File: config.mk
export PLATFORM = sky130hd
export DESIGN_NAME = huffman_bit_packer
export DESIGN_NICKNAME = d
export VERILOG_FILES = /design/src/rtl/huffman_bit_packer.sv
export SDC_FILE = /design/constraint.sdc
export NUM_CORES = 1
export LEC_CHECK = 0
export CORE_AREA = 2 2 110 112
export CTS_CLUSTER_SIZE = 8
export DETAILED_ROUTE_END_ITERATION = 7
export DIE_AREA = 0 0 112 114
export GPL_ROUTABILITY_DRIVEN = 0
export PLACE_DENSITY = 0.67
export SLEW_MARGIN = 20
export SYNTH_ARGS = -nofsm -noshare
export SYNTH_HDL_FRONTEND = slang
export SYNTH_SLANG_ARGS = --single-unit
export TNS_END_PERCENT = 30
File: constraint.sdc
create_clock -name clk -period 2.9 [get_ports clk]
set_input_delay 0.58 -clock clk [delete_from_list [all_inputs] [get_ports clk]]
set_output_delay 0.58 -clock clk [all_outputs]
set_load 0.02 [all_outputs]
File: src/rtl/huffman_bit_packer.sv
// Purpose: packs a serial MSB-first Huffman code stream into WIDTH-bit words behind a small FIFO.
// Latency: a word reaches the FIFO head (m_valid=1) on the cycle after the edge that sampled its final bit.
// Backpressure: m_ready=0 holds the head stable; a push into a full FIFO with no pop is dropped and flags overflow.

// Generic registered FIFO with no combinational bypass; reports pushes it had to drop.
module huffman_bit_packer_fifo #(
  parameter int W     = 8,
  parameter int DEPTH = 4
) (
  input  logic         clk,
  input  logic         rst_n,
  input  logic         push_i,
  input  logic [W-1:0] push_dat_i,
  input  logic         pop_rdy_i,
  output logic         head_vld_o,
  output logic [W-1:0] head_dat_o,
  output logic         drop_o
);

  localparam int AW = $clog2(DEPTH);
  localparam logic [AW:0] DEPTH_P = (AW+1)'(DEPTH);

  logic [W-1:0] mem_q [DEPTH];
  logic [AW:0]  wr_q;
  logic [AW:0]  rd_q;
  logic [AW:0]  fill;
  logic         empty;
  logic         full;
  logic         pop;
  logic         wr_en;

  // Pointers carry one extra wrap bit so full and empty are distinguishable.
  assign fill  = wr_q - rd_q;
  assign empty = (wr_q == rd_q);
  assign full  = (fill == DEPTH_P);
  assign pop   = !empty && pop_rdy_i;
  // A pop in the same cycle frees the slot, so a full FIFO still accepts the push.
  assign wr_en  = push_i && (!full || pop);
  assign drop_o = push_i && full && !pop;

  assign head_vld_o = !empty;
  assign head_dat_o = empty ? '0 : mem_q[rd_q[AW-1:0]];

  // Storage and pointer update; reset discards every queued word.
  always_ff @(posedge clk or negedge rst_n) begin
    if (!rst_n) begin
      wr_q <= '0;
      rd_q <= '0;
      for (int i = 0; i < DEPTH; i++) begin
        mem_q[i] <= '0;
      end
    end else begin
      if (wr_en) begin
        mem_q[wr_q[AW-1:0]] <= push_dat_i;
        wr_q                <= wr_q + (AW+1)'(1);
      end
      if (pop) begin
        rd_q <= rd_q + (AW+1)'(1);
      end
    end
  end

endmodule

// Bit packer top: stream FSM, shift register, counters and output FIFO.
module huffman_bit_packer #(
  parameter int WIDTH = 8,
  parameter int DEPTH = 4,
  parameter int CNT_W = 16
) (
  input  logic                       clk,
  input  logic                       rst_n,
  input  logic                       bit_in,
  input  logic                       bit_start,
  input  logic                       bit_done,
  output logic [WIDTH-1:0]           m_data,
  output logic [$clog2(WIDTH+1)-1:0] m_nbits,
  output logic                       m_last,
  output logic                       m_valid,
  input  logic                       m_ready,
  output logic [CNT_W-1:0]           total_bits,
  output logic                       overflow,
  output logic                       proto_err
);

  localparam int NB_W  = $clog2(WIDTH+1);
  localparam int ENT_W = 1 + NB_W + WIDTH;
  localparam logic [NB_W-1:0] WIDTH_NB = NB_W'(WIDTH);

  localparam logic [0:0] ST_IDLE = 1'b0;
  localparam logic [0:0] ST_PACK = 1'b1;

  logic [0:0]       state_q,   state_d;
  // Only WIDTH-1 earlier bits are kept: the current bit completes the word combinationally.
  logic [WIDTH-2:0] shreg_q,   shreg_d;
  logic [NB_W-1:0]  bit_cnt_q, bit_cnt_d;
  logic [CNT_W-1:0] run_q,     run_d;
  logic [CNT_W-1:0] total_q,   total_d;
  logic             ovf_q,     ovf_d;
  logic             perr_q,    perr_d;

  logic             sample;
  logic [WIDTH-1:0] word_new;
  logic [WIDTH-1:0] word_pad;
  logic [NB_W-1:0]  cnt_new;
  logic [CNT_W-1:0] run_new;
  logic             word_full;
  logic             push;
  logic [ENT_W-1:0] push_dat;
  logic [ENT_W-1:0] head_dat;
  logic             fifo_drop;

  // A bit is taken in PACK, or in IDLE only when it opens a stream.
  assign sample = bit_start | (state_q == ST_PACK);

  // bit_start always restarts the word and stream count from the current bit,
  // which also covers discarding a partial word on a protocol error.
  assign word_new = bit_start ? {{(WIDTH-1){1'b0}}, bit_in} : {shreg_q, bit_in};
  assign cnt_new  = (bit_start ? '0 : bit_cnt_q) + NB_W'(1);
  assign run_new  = (bit_start ? '0 : run_q) + CNT_W'(1);

  assign word_full = (cnt_new == WIDTH_NB);
  // Partial final word: left-align the valid bits; older garbage shifts out the top.
  assign word_pad  = word_full ? word_new : (word_new << (WIDTH_NB - cnt_new));

  // A completed word and a stream end never push twice: one entry carries both.
  assign push     = sample & (word_full | bit_done);
  assign push_dat = {bit_done, cnt_new, word_pad};

  // Stream FSM, shift register and counters next-state.
  always_comb begin
    state_d   = state_q;
    shreg_d   = shreg_q;
    bit_cnt_d = bit_cnt_q;
    run_d     = run_q;
    total_d   = total_q;
    perr_d    = perr_q;
    if (sample) begin
      state_d   = ST_PACK;
      shreg_d   = word_new[WIDTH-2:0];
      bit_cnt_d = word_full ? '0 : cnt_new;
      run_d     = run_new;
      if (bit_start) begin
        // A clean start clears the error; a start inside a stream raises it.
        perr_d = (state_q == ST_PACK);
      end
      if (bit_done) begin
        state_d   = ST_IDLE;
        bit_cnt_d = '0;
        total_d   = run_new;
      end
    end
  end

  // Overflow is cleared only by a clean start; a drop in that same cycle still wins.
  always_comb begin
    ovf_d = ovf_q;
    if (bit_start && (state_q == ST_IDLE)) begin
      ovf_d = 1'b0;
    end
    if (fifo_drop) begin
      ovf_d = 1'b1;
    end
  end

  // State registers with asynchronous clear.
  always_ff @(posedge clk or negedge rst_n) begin
    if (!rst_n) begin
      state_q   <= ST_IDLE;
      shreg_q   <= '0;
      bit_cnt_q <= '0;
      run_q     <= '0;
      total_q   <= '0;
      ovf_q     <= 1'b0;
      perr_q    <= 1'b0;
    end else begin
      state_q   <= state_d;
      shreg_q   <= shreg_d;
      bit_cnt_q <= bit_cnt_d;
      run_q     <= run_d;
      total_q   <= total_d;
      ovf_q     <= ovf_d;
      perr_q    <= perr_d;
    end
  end

  huffman_bit_packer_fifo #(
    .W     (ENT_W),
    .DEPTH (DEPTH)
  ) u_fifo (
    .clk        (clk),
    .rst_n      (rst_n),
    .push_i     (push),
    .push_dat_i (push_dat),
    .pop_rdy_i  (m_ready),
    .head_vld_o (m_valid),
    .head_dat_o (head_dat),
    .drop_o     (fifo_drop)
  );

  assign {m_last, m_nbits, m_data} = head_dat;
  assign total_bits = total_q;
  assign overflow   = ovf_q;
  assign proto_err  = perr_q;

endmodule

**After elaboration in Yosys (flattened, before gate mapping)**

Index checks and enable logic that the tools add are counted.

- Output and inout bits: 32
- Logic and storage cells: 61
- Memories kept: 0
- Bits in latches: 0
- Memory bits (writable): 0
- Register bits: 104
- Memory bits (read-only): 0
- Bits of input ports: 6

- Bitwise logic cells: 6
- Shifts and indexed selects: 1
- Add/subtract/negate cells: 6
- Muxes and demuxes: 16
- Equality and inequality tests: 3
- Magnitude comparators: 3
- $mul: 0
- Reductions and logical operators: 13
- Div/mod/pow operators: 0

Operators by type and width:

| kind | number |
|---|---|
| $bwmux 52 | 1 |
| $mux 13 | 4 |
| $bmux 13 s2 | 1 |
| $demux 13 s2 | 1 |
| $add 16x1->16 const B | 1 |
| $mux 16 | 1 |
| $mux 8 | 2 |
| $mux 4 | 3 |
| $shl 8x4->8 | 1 |
| $add 3x1->3 const B | 2 |
| $ge 3x3->1 const B | 2 |
| $logic_and 1x1->1 | 6 |
| $not 2->3 | 2 |
| $add 4x1->4 const B | 1 |
| $eq 4x4->1 const B | 1 |
| $reduce_and 2->1 | 2 |
| $sub 4x4->4 const A | 1 |
| $eq 3x3->1 | 1 |
| $eq 3x3->1 const B | 1 |
| $logic_not 1->1 | 3 |
| $lt 3x1->1 const B | 1 |
| $mux 1 | 3 |
| $sub 3x3->3 | 1 |
| $or 1x1->1 | 2 |
| other kinds (4) | 4 |

**Logic depth before layout (Yosys ltp)**

- Depth after elaboration: 8
- Gate-level depth with buffers: 11
- Depth with buffers taken out: 8

**Hierarchy**

A second synthesis with hierarchy kept.

- Cells, all modules: 475
- Area total of the unflattened synthesis: 5753.0 sq um

By module, submodules not included:

| module | seq. area each (sq um) | area an instance (sq um) | cells each | times used |
|---|---|---|---|---|
| huffman_bit_packer_fifo | 1451.4 | 2946.6 | 180 | 1 |
| huffman_bit_packer | 1151.1 | 2806.4 | 295 | 1 |

**Least setup slack after synthesis**

OpenSTA, ideal clock, no wires.

- Kind: input -> register
- From: input bit_start
- To: register u_fifo.mem_q[10] (netlist name)
- Stages: 10
- Path slack: -6 ps
- Setup time: 125 ps
- Data arrival time: 2781 ps
- Required time: 2775 ps
- Buffers on the path: 4
- Cell sequence: buf_6 -> clkbuf_1 -> nor2_1 -> ha_1 -> buf_2 -> o211ai_4 -> a2111oi_4 -> nand2_4 -> buf_6 -> mux2_4

- Word-level cells in the longest chain between the ends: 6
- Elaborated cells on any way between the ends: 8
- Those cells by class: add/sub (1); eq/ne (1); mux (2); bitwise (3); reduce/logical (1)

RTL lines:

| element | line | source |
|---|---|---|
| start: declaration | 74 | `input logic bit_start,` |
| $mux 4 | 119 | `assign cnt_new = (bit_start ? '0 : bit_cnt_q) + NB_W'(1);` |
| $add 4x1->4 | 119 |  |
| $eq 4x4->1 | 122 | `assign word_full = (cnt_new == WIDTH_NB);` |
| $or 1x1->1 | 127 | `assign push = sample & (word_full \| bit_done);` |
| $and 1x1->1 | 127 |  |
| $logic_and 1x1->1 | 38 | `assign wr_en = push_i && (!full \|\| pop);` |
| end signal: indexed assignment | 54 | `mem_q[wr_q[AW-1:0]] <= push_dat_i;` |
| end: declaration | 23 | `logic [W-1:0] mem_q [DEPTH];` |

Parallel ways exist; a longest one is shown, timed or not.
A chain may end at the register's enable or synchronous reset.

**Worst setup path after layout**

- From: register u_fifo.wr_q[0]
- To: output m_valid

- Word-level cells in the longest chain between the ends: 2

RTL lines:

| element | line | source |
|---|---|---|
| start: declaration | 24 | `logic [AW:0] wr_q;` |
| start signal: assignment | 55 | `wr_q <= wr_q + (AW+1)'(1);` |
| $eq 3x3->1 | 34 | `assign empty = (wr_q == rd_q);` |
| $logic_not 1->1 | 41 | `assign head_vld_o = !empty;` |
| end: declaration | 79 | `output logic m_valid,` |

No other way between the ends.

==> out/results.tsv <==
metric	value	unit
Slew Limit Fails	0	
# IOs	38	
CTS tree	built	
#FFs+latches synth	104	
Final Cycle Share	92.6	%
most frequent cells in the layout	dfrtp_1, nand2_1, mux2_4, o21ai_0, buf_4	
first-pass GRT wire length	20.3	mm
Avg Cell Area, Syn	11.7	µm²
area leader, netlist	dfrtp_1	
clock root buffer	clkbuf_16	
final worst setup slack	0.216	ns
CTS Buffer Depth	2	
RSZ-0062 raised after global routing	no	
crit path DAT	2.10	ns
Setup Viol. Count Final	0	
Worst IR Drop VDD	0.000832	V
max_cap viols	0	
GR Layer Usage met1	26.7	%
routed length per placed instance	17.3	µm
Non-Filler Instances	680	
fmax	0.373	GHz
fin util	56.6	%
largest net degree at the start of global routing	54	
Ys Warns	0	
Inst Count DP	664	
fin area	0.00663	mm²
grt total ovfl	0	
dpl cell area	0.00624	mm²
die area	0.0128	mm²
CTS buffer count	9	
Area contributors post-synth	dfrtp_1, mux2_4, mux4_2	
worst-path fanout max	16	
die height	114	µm
Synth Area in Adders	2.01	%
Top FF cell, synth	dfrtp_1	
Inserted Diodes	0	
DR pass1 iterations	4	
Post-Syn Instances	480	
Reg area	0.00260	mm²
Synth Area in Compound Gates	7.64	%
PortBufs	37	
initial antenna violation count	0	
area of the multi-input gates	0.00281	mm²
Die X	112	µm
DRC Markers	0	
share of synthesized area spent on multiplexers	21.6	%
number of H-tree levels	3	
GRT Total Usage	20.1	%
HPWL Detailed	8.05	mm
remaining antenna violation count	0	
worst slew pin tran	0.582	ns
ys async rst share	100	%
most common cell after layout, fill and taps aside	dfrtp_1	
Setup WS pre-CTS	-0.0420	ns
post-synth cell types	55	
critical path capture point type	output pin	
Post-Synthesis Cell Area	0.00560	mm²
Clk pin slew, worst setup/hold paths	0.07	ns
simple-gate share of the synthesized area	14.0	%
total clock sinks	104	
EDFF count, synth	0	
Crit Path Category	flip-flop to output pin	
Power Density	731	mW/mm²
vias per inst	5.54	
Setup crit start kind	flip-flop	
Top Usage Layer GRT	met2	
worst-skew pair later-pin latency	0.36	ns
Seq/Total Area, Yosys	46.4	%
met3 global-route usage	5.05	%
Starting DRT DRC Count	340	
core region area	0.0117	mm²
routed vias	3768	
Worst slew margin	60.8	%
DRT Wirelength	11.8	mm
fill cell count	999	
clock skew	0.00603	ns
met2 GRT Util	33.2	%
Synth Net Count	495	
fin crit period	2.68	ns
Fin Hold WS	0.0847	ns
status	complete, no violations	
Synth Area in XOR/XNOR	4.84	%
# rows	40	
final hold vios	0	
Critical Path RT	2.32	ns
Hold Path Class	primary input to async pin	
share of layout cells above drive strength 1	24.8	%
Leakage	0.00322	µW
vias in the first global route	3985	
Total Nets Final	543	
hold buffer count at CTS	0	
post-synth top area share	46.4	%
P&R area growth vs syn	18.3	%
main combinational cell family by area after synthesis	multiplexers	
initial core utilization	47.9	%
-- area by class of cell --
class	instances	share of cell area, %
repair buffers	65	9.59
clock buffers	11	3.81
inverters	12	0.680
well taps	147	2.77
multi-input cells	336	42.3
clock inverters	5	1.55
flip-flops and latches	104	39.3
-- flip-flops by register name (all words and copies together), names as in the netlist --
name and cells:
u_fifo.rd_q 3, run_q 16, total_bits 16, state_q 1, u_fifo.wr_q 3, shreg_q 7, u_fifo.mem_q 52, bit_cnt_q 4
proto_err 1, overflow 1
-- cell families after synthesis --
kind of cell,count (synthesis)
xor gates and xnor gates,31
DFF,104
muxes,82
AOI/OAI and AO/OA,63
and+or+nand+nor,151
buffers and inverters,40
adders and majority gates,9
-- final timing paths --
path / start / to / slack, ns / cells past startpoint
max in group asynchronous: rst_n / u_fifo.rd_q[0] / 2.05 / 2
hold reg to reg: total_bits[14] / total_bits[14] / 0.48 / 2
hold / removal: rst_n / u_fifo.mem_q[4] / 0.08 / 1
min in group clk: total_bits[14] / total_bits[14] / 0.48 / 2
setup reg to reg: bit_cnt_q[0] / u_fifo.mem_q[2] / 0.47 / 7
setup / recovery: u_fifo.wr_q[0] / m_valid / 0.22 / 5
-- through the flow --
step / total power (µW) / setup TNS (ns)
finish: 4850 / 0
global route: 5100 / 0
CTS: 4920 / 0
detailed placement: 3480 / -1.08
global placement: 3430 / -0.0604
floorplan: 2950 / 0
-- cells in the mapped netlist, types with 2 or more instances --
| cell | count |
|---|---|
| buf_1 | 2 |
| o31ai_1 | 4 |
| mux2_4 | 39 |
| nand3_1 | 14 |
| nand2b_1 | 5 |
| o21ai_0 | 28 |
| and3_1 | 4 |
| nand3b_1 | 2 |
| xor2_1 | 10 |
| nand4_1 | 4 |
| nand2_1 | 46 |
| and2_1 | 14 |
| or2_2 | 2 |
| nor3_1 | 7 |
| mux2_2 | 24 |
| nor3b_1 | 3 |
| nor4_1 | 5 |
| a22oi_1 | 2 |
| nor2b_1 | 8 |
| nand2_4 | 4 |
| clkbuf_1 | 19 |
| xnor2_1 | 21 |
| and3b_1 | 2 |
| dfrtp_1 | 104 |
| mux2i_1 | 6 |
| a21oi_1 | 11 |
| inv_1 | 11 |
| ha_1 | 9 |
| nor2_1 | 25 |
| buf_6 | 6 |
| mux4_2 | 13 |
| a22o_1 | 3 |
-- critical path, stage by stage, from the launching register on --
cell and delay, ns:
dfrtp_1 0.40, inv_1 0.15, ha_1 0.28, nand3_1 0.10, buf_4 0.20, clkdlybuf4s50_1 0.63
-- report_power, final --
group          internal [µW]  leakage, µW  switching, µW  total [µW]
Sequential              1670      0.00138            161        1840
Clock                    889     0.000172            532        1420
Combinational            840      0.00166            751        1590
Total                   3400      0.00322           1440        4850
-- metal layers --
layer	share of wire, %	up-vias
li1	-	1789
met1	47	1885
met2	48	81
met3	3.6	13
met4	1.8	0
met5	0	-
-- what timing repair did --
action,CTS,global route
gates resized for setup,1,13
endpoints found under the setup margin,1,13
setup buffers,0,0
Power figures use the tool's default switching activity.
==> edit 1 (same settings) <==
`WIDTH`: 8 -> 4.
--- a/src/rtl/huffman_bit_packer.sv
+++ b/src/rtl/huffman_bit_packer.sv
@@ -64,7 +64,7 @@
 
 // Bit packer top: stream FSM, shift register, counters and output FIFO.
 module huffman_bit_packer #(
-  parameter int WIDTH = 8,
+  parameter int WIDTH = 4,
   parameter int DEPTH = 4,
   parameter int CNT_W = 16
 ) (
Ports: changed (resized m_data and m_nbits); port bits go from 38 to 33. No check against the original RTL was run, so the function may have changed too.
==> edit 1 against the original RTL <==
  * Sequential cell count fell by 25
  * Largest cell class unchanged
  * Power shrank 12%
  * Setup slack got worse by 0.090 ns
  * First-iteration DRC count down 57%
  * Synthesized area decreased by 25%
  * Routed wire length shrank 24%
  * Clock skew down 0.0026 ns
  * Final area down 23%
  * Critical path type unchanged
  * Sequential share of layout area shrank 0.68 points
  * Final cell count is 17% lower
==> edit 1: results (changes against the original RTL) <==
place:
  place_ws_ns: -0.136  # -0.0942 ns
  postPlaceCellArea_um2: 4820  # -23%
  io_buffer_count: 32  # -14%
  dp_hpwl_um: 6350  # -21%
  numPlacedInstances: 547  # -18%
global_route:
  globalRouteMet2Util_pct: 23.9  # -9.3 points
  track_usage_pct: 14.8  # -5.3 points
  grt.met1_usage_pct: 19.5  # -7.2 points
  grt_max_degree: 49  # -9.3%
  grt_pass1_wl_um: 15000  # -26%
power_and_ir_drop:
  max-vdd-ir-drop_v: 0.000327  # -61%
  internal_power_mw: 2.83  # -17%
  power_frac_seq_pct: 35.2  # -2.7 points
  p_clk_share_pct: 26.6  # -2.7 points
  power_mw: 4.27  # -12%
  leakage_nw: 2.16  # -33%
timing:
  fin_skew_ns: 0.00338  # -0.00265 ns
  max_slew.worst_pin.slew_ns: 0.615  # +0.0328 ns
  whs_ns: 0.263  # +0.178 ns
  period_needed_ns: 2.77  # +0.0896 ns
critical_path:
  r2r_end: "u_fifo.mem_q[26]$_DFFE_PN0P_"
  cp-startpoint: "u_fifo.rd_q[0]$_DFFE_PN0P_"
  r2r_slack_ns: 0.55  # +0.08 ns
  crit_path_max_fanout: 10  # -6
  reg2reg_depth: 8  # +1
  crit_end: "m_last"
  crit_path_max_incr_delay_ns: 0.54  # -0.09 ns
yosys:
  avgSynthCellArea_um2: 11.7  # -0.20%
  synth-seq-area-share_pct: 47.0  # +0.56 points
  synthDistinctLibCells: 57  # +3.6%
  syn_nets: 378  # -24%
  synth.top_cells.by_count: "dfrtp_1 (79), mux2_2 (32), nor2_1 (20)"
  synth.area.top_cells: "dfrtp_1 (47%), mux2_2 (8.6%), mux4_2 (4.3%), xnor2_1 (3.5%), ha_1 (3.3%)"
  synth_area_um2: 4210  # -25%
clock_tree:
  clk_latency_ns: 0.34  # -0.02 ns
finish:
  largest_reg_flops: 32  # -38%
  area_growth_pct: 21.7
  nets: 428  # -21%
  n_fill_cell: 1085  # +8.6%
  drive_above_1_share_pct: 23.6  # -1.2 points
drt:
  met1Wirelength_um: 4120  # -25%
  wl_met2_um: 4260  # -25%
  via_per_inst: 5.32  # -4.0%
  drt_iter0_drc: 145  # -57%
status:
  outcome: "complete, no violations"
hold_path:
  hold_class: "in2async"
-- edit 1: logic make-up (layout without fill, tap and decap cells) --
group,count (synthesis),count (layout),share of synthesized area (%)
buffers and inverters,31,85,3.18
AO/OA/AOI/OAI,62,62,12.3
flip-flops,79,79,47.0
adder cells (fa/ha/maj),11,11,3.27
AND/OR/NAND/NOR,108,108,14.6
multiplexers,44,44,13.8
XOR/XNOR,26,26,5.86
-- edit 1: worst reg2reg max path, cell delays in order, from the launching register on --
cell	delay, ns
dfrtp_1	0.49
nand2b_1	0.14
inv_1	0.08
ha_1	0.17
ha_1	0.18
o22ai_1	0.09
a41o_1	0.38
nor2_2	0.33
mux2_2	0.38
-- edit 1: what timing repair did --
item,CTS,global route
endpoints found under the setup margin,5,0
resized for setup,1,0
hold buffers,0,0
-- edit 1: area by class of cell --
class                   instances  area share [%]
multi-input cells             251            41.0
flip-flops and latches         79            38.6
repair buffers                 59            10.2
clock buffers                  11            4.94
well taps                     147            3.59
clock inverters                 4           0.880
inverters                      11           0.806
==> edit 2 (config.mk and constraints unchanged) <==
Made on the original files. `shreg_q` no longer has a reset.
--- a/src/rtl/huffman_bit_packer.sv
+++ b/src/rtl/huffman_bit_packer.sv
@@ -167,7 +167,6 @@
   always_ff @(posedge clk or negedge rst_n) begin
     if (!rst_n) begin
       state_q   <= ST_IDLE;
-      shreg_q   <= '0;
       bit_cnt_q <= '0;
       run_q     <= '0;
       total_q   <= '0;
@@ -175,13 +174,16 @@
       perr_q    <= 1'b0;
     end else begin
       state_q   <= state_d;
-      shreg_q   <= shreg_d;
       bit_cnt_q <= bit_cnt_d;
       run_q     <= run_d;
       total_q   <= total_d;
       ovf_q     <= ovf_d;
       perr_q    <= perr_d;
     end
+  end
+
+  always_ff @(posedge clk) begin
+    shreg_q <= shreg_d;
   end
 
   huffman_bit_packer_fifo #(
Function: same outputs for any inputs over 4 cycles, from zero or initial values and one cycle with rst_n low; that may be too few to reach the edited logic, so the function may still have changed.
==> edit 2 against the original RTL <==
  * Final area is 2.6% lower
  * Power is 2.3% lower
  * Setup slack worse by 0.10 ns
  * Critical path type unchanged
  * Via count is 4.2% lower
  * Critical endpoint is now m_data[1]
  * Routed wire length is 4.7% lower
  * Sequential cell count stayed put
  * Synthesized area is 0.69% lower
==> edit 2: results (changes against the original RTL) <==
critical_path:
  r2r_end: "u_fifo.mem_q[23]$_DFFE_PN0P_"
  critPathArrivalTime_ns: 2.21  # +0.11 ns
  r2r_start: "u_fifo.wr_q[0]$_DFFE_PN0P_"
  crit_path_max_fanout: 6  # -10
  r2r_slack_ns: 0.42  # -0.05 ns
  reg2reg_depth: 8  # +1
clock_tree:
  clk_latency_ns: 0.35
  htreeDepth: 3  # unchanged
  post_cts_resized: 13  # +12
  cts-root-buf: "clkbuf_16"
  clockBufferDepth: 2  # unchanged
  cts_setup_buffers: 0  # unchanged
  clk_pin_slew_worst_paths_ns: 0.07  # about the same
  cts_buffers: 9  # unchanged
finish:
  nets: 518  # -4.6%
  largest_reg_flops: 52  # unchanged
  regMostFlops: "u_fifo.mem_q"
  n_antenna_cell: 0  # unchanged
  drive_above_1_share_pct: 22.8  # -1.9 points
drt:
  dr.pass1.iters: 4  # unchanged
  wl_per_cell_um: 17.1  # -1.1%
  vias: 3610  # -4.2%
  drt_iter0_drc: 269  # -21%
timing:
  drv_slew: 0  # unchanged
  fin_skew_ns: 0.00873  # +0.00270 ns
  max_slew.worst_pin.slew_ns: 0.643  # +0.0601 ns
power_and_ir_drop:
  p_switching_mw: 1.49  # +3.0%
  max-vdd-ir-drop_v: 0.000843  # +1.3%
  leakage_nw: 2.78  # -14%
global_route:
  grt_max_degree: 51  # -5.6%
  antenna_found_initial: 0  # unchanged
  track_usage_pct: 19.0  # -1.1 points
  grt_pass1_vias: 3792  # -4.8%
  grt_pass1_wl_um: 19100  # -5.9%
status:
  outcome: "complete, no violations"
place:
  io_buffer_count: 37  # unchanged
  dp_hpwl_um: 7730  # -4.0%
  postPlaceCellArea_um2: 6170  # -1.2%
yosys:
  ys_warn_count: 0  # unchanged
  synth-edff-count: 7  # +7
  syn_nets: 478  # -3.4%
  synthDistinctLibCells: 47  # -15%
  synth-seq-area-share_pct: 47.4  # +0.95 points
  synth.top_cells.by_count: "dfrtp_1 (97), nand2_1 (37), mux2_4 (35)"
  synthArstFlopShare_pct: 93.3  # -6.7 points
  synth.area.top_cells: "dfrtp_1 (44%), mux2_4 (9.4%), mux4_2 (5.3%), mux2_2 (4.2%), edfxtp_1 (3.8%)"
  synth_ff_type: "dfrtp_1"
hold_path:
  hold_class: "in2async"
## edit 2: layout make-up
type,count,area (um^2)
Fill cell,1029,5250
Sequential cell,104,2640
Tap cell,147,184
Inverter,13,48.8
Multi-Input combinational cell,317,2730
Clock inverter,1,7.51
Timing Repair Buffer,58,563
Clock buffer,15,289
## edit 2: worst max-delay path, cell delays in order, from the launching register on
cell	delay (ns)
dfrtp_1	0.41
inv_1	0.14
ha_1	0.25
nand2_1	0.13
or2_4	0.19
and2_1	0.14
clkdlybuf4s50_1	0.60
## edit 2: through the flow
stage	hold WS [ns]	total power [mW]	util, %	setup slack, ns	std cells
3_5_place_dp	0.477	3.62	52.7	0.220	639
5_1_grt	0.377	5.00	55.1	0.00398	655
3_3_place_gp	0.469	3.57	52.7	0.270	639
2_1_floorplan	0.284	3.06	-	0.114	463
4_1_cts	0.343	4.81	55.1	0.0497	655
6_report	0.329	4.74	55.1	0.112	655
## edit 2: logic make-up after synthesis
logic type	count (synthesis)	share of synthesized area (%)
simple gates	142	14.4
flops	104	47.4
mux	77	20.4
compound gates	57	7.13
buf+inv	42	3.62
xor+xnor	32	5.04
fa+ha+maj	9	2.02
## edit 2: power by group through the flow
stage | Combinational (mW) | Sequential (mW) | Clock [mW]
floorplan | 1.21 | 1.85 | 0
global placement | 1.71 | 1.86 | 0
detailed placement | 1.75 | 1.87 | 0
CTS | 1.72 | 1.85 | 1.24
global route | 1.83 | 1.88 | 1.29
finish | 1.68 | 1.85 | 1.20
## edit 2: worst max path at each step
stage	from	end	slack (ns)
floorplan	bit_start	u_fifo.mem_q[10]$_DFFE_PN0P_	0.11
global placement	u_fifo.wr_q[0]$_DFFE_PN0P_	m_data[7]	0.27
detailed placement	u_fifo.wr_q[0]$_DFFE_PN0P_	m_data[7]	0.22
CTS	u_fifo.rd_q[0]$_DFFE_PN0P_	m_data[0]	0.05
global route	u_fifo.wr_q[0]$_DFFE_PN0P_	m_data[1]	0.004
finish	u_fifo.wr_q[0]$_DFFE_PN0P_	m_data[1]	0.11
## edit 2: layer usage
layer	wire [um]	global-route usage [%]	share of wire (%)
met2	5600	31.9	50
met1	5040	24.0	45
met4	238	6.67	2.1
met5	0	0	0
met3	348	5.31	3.1
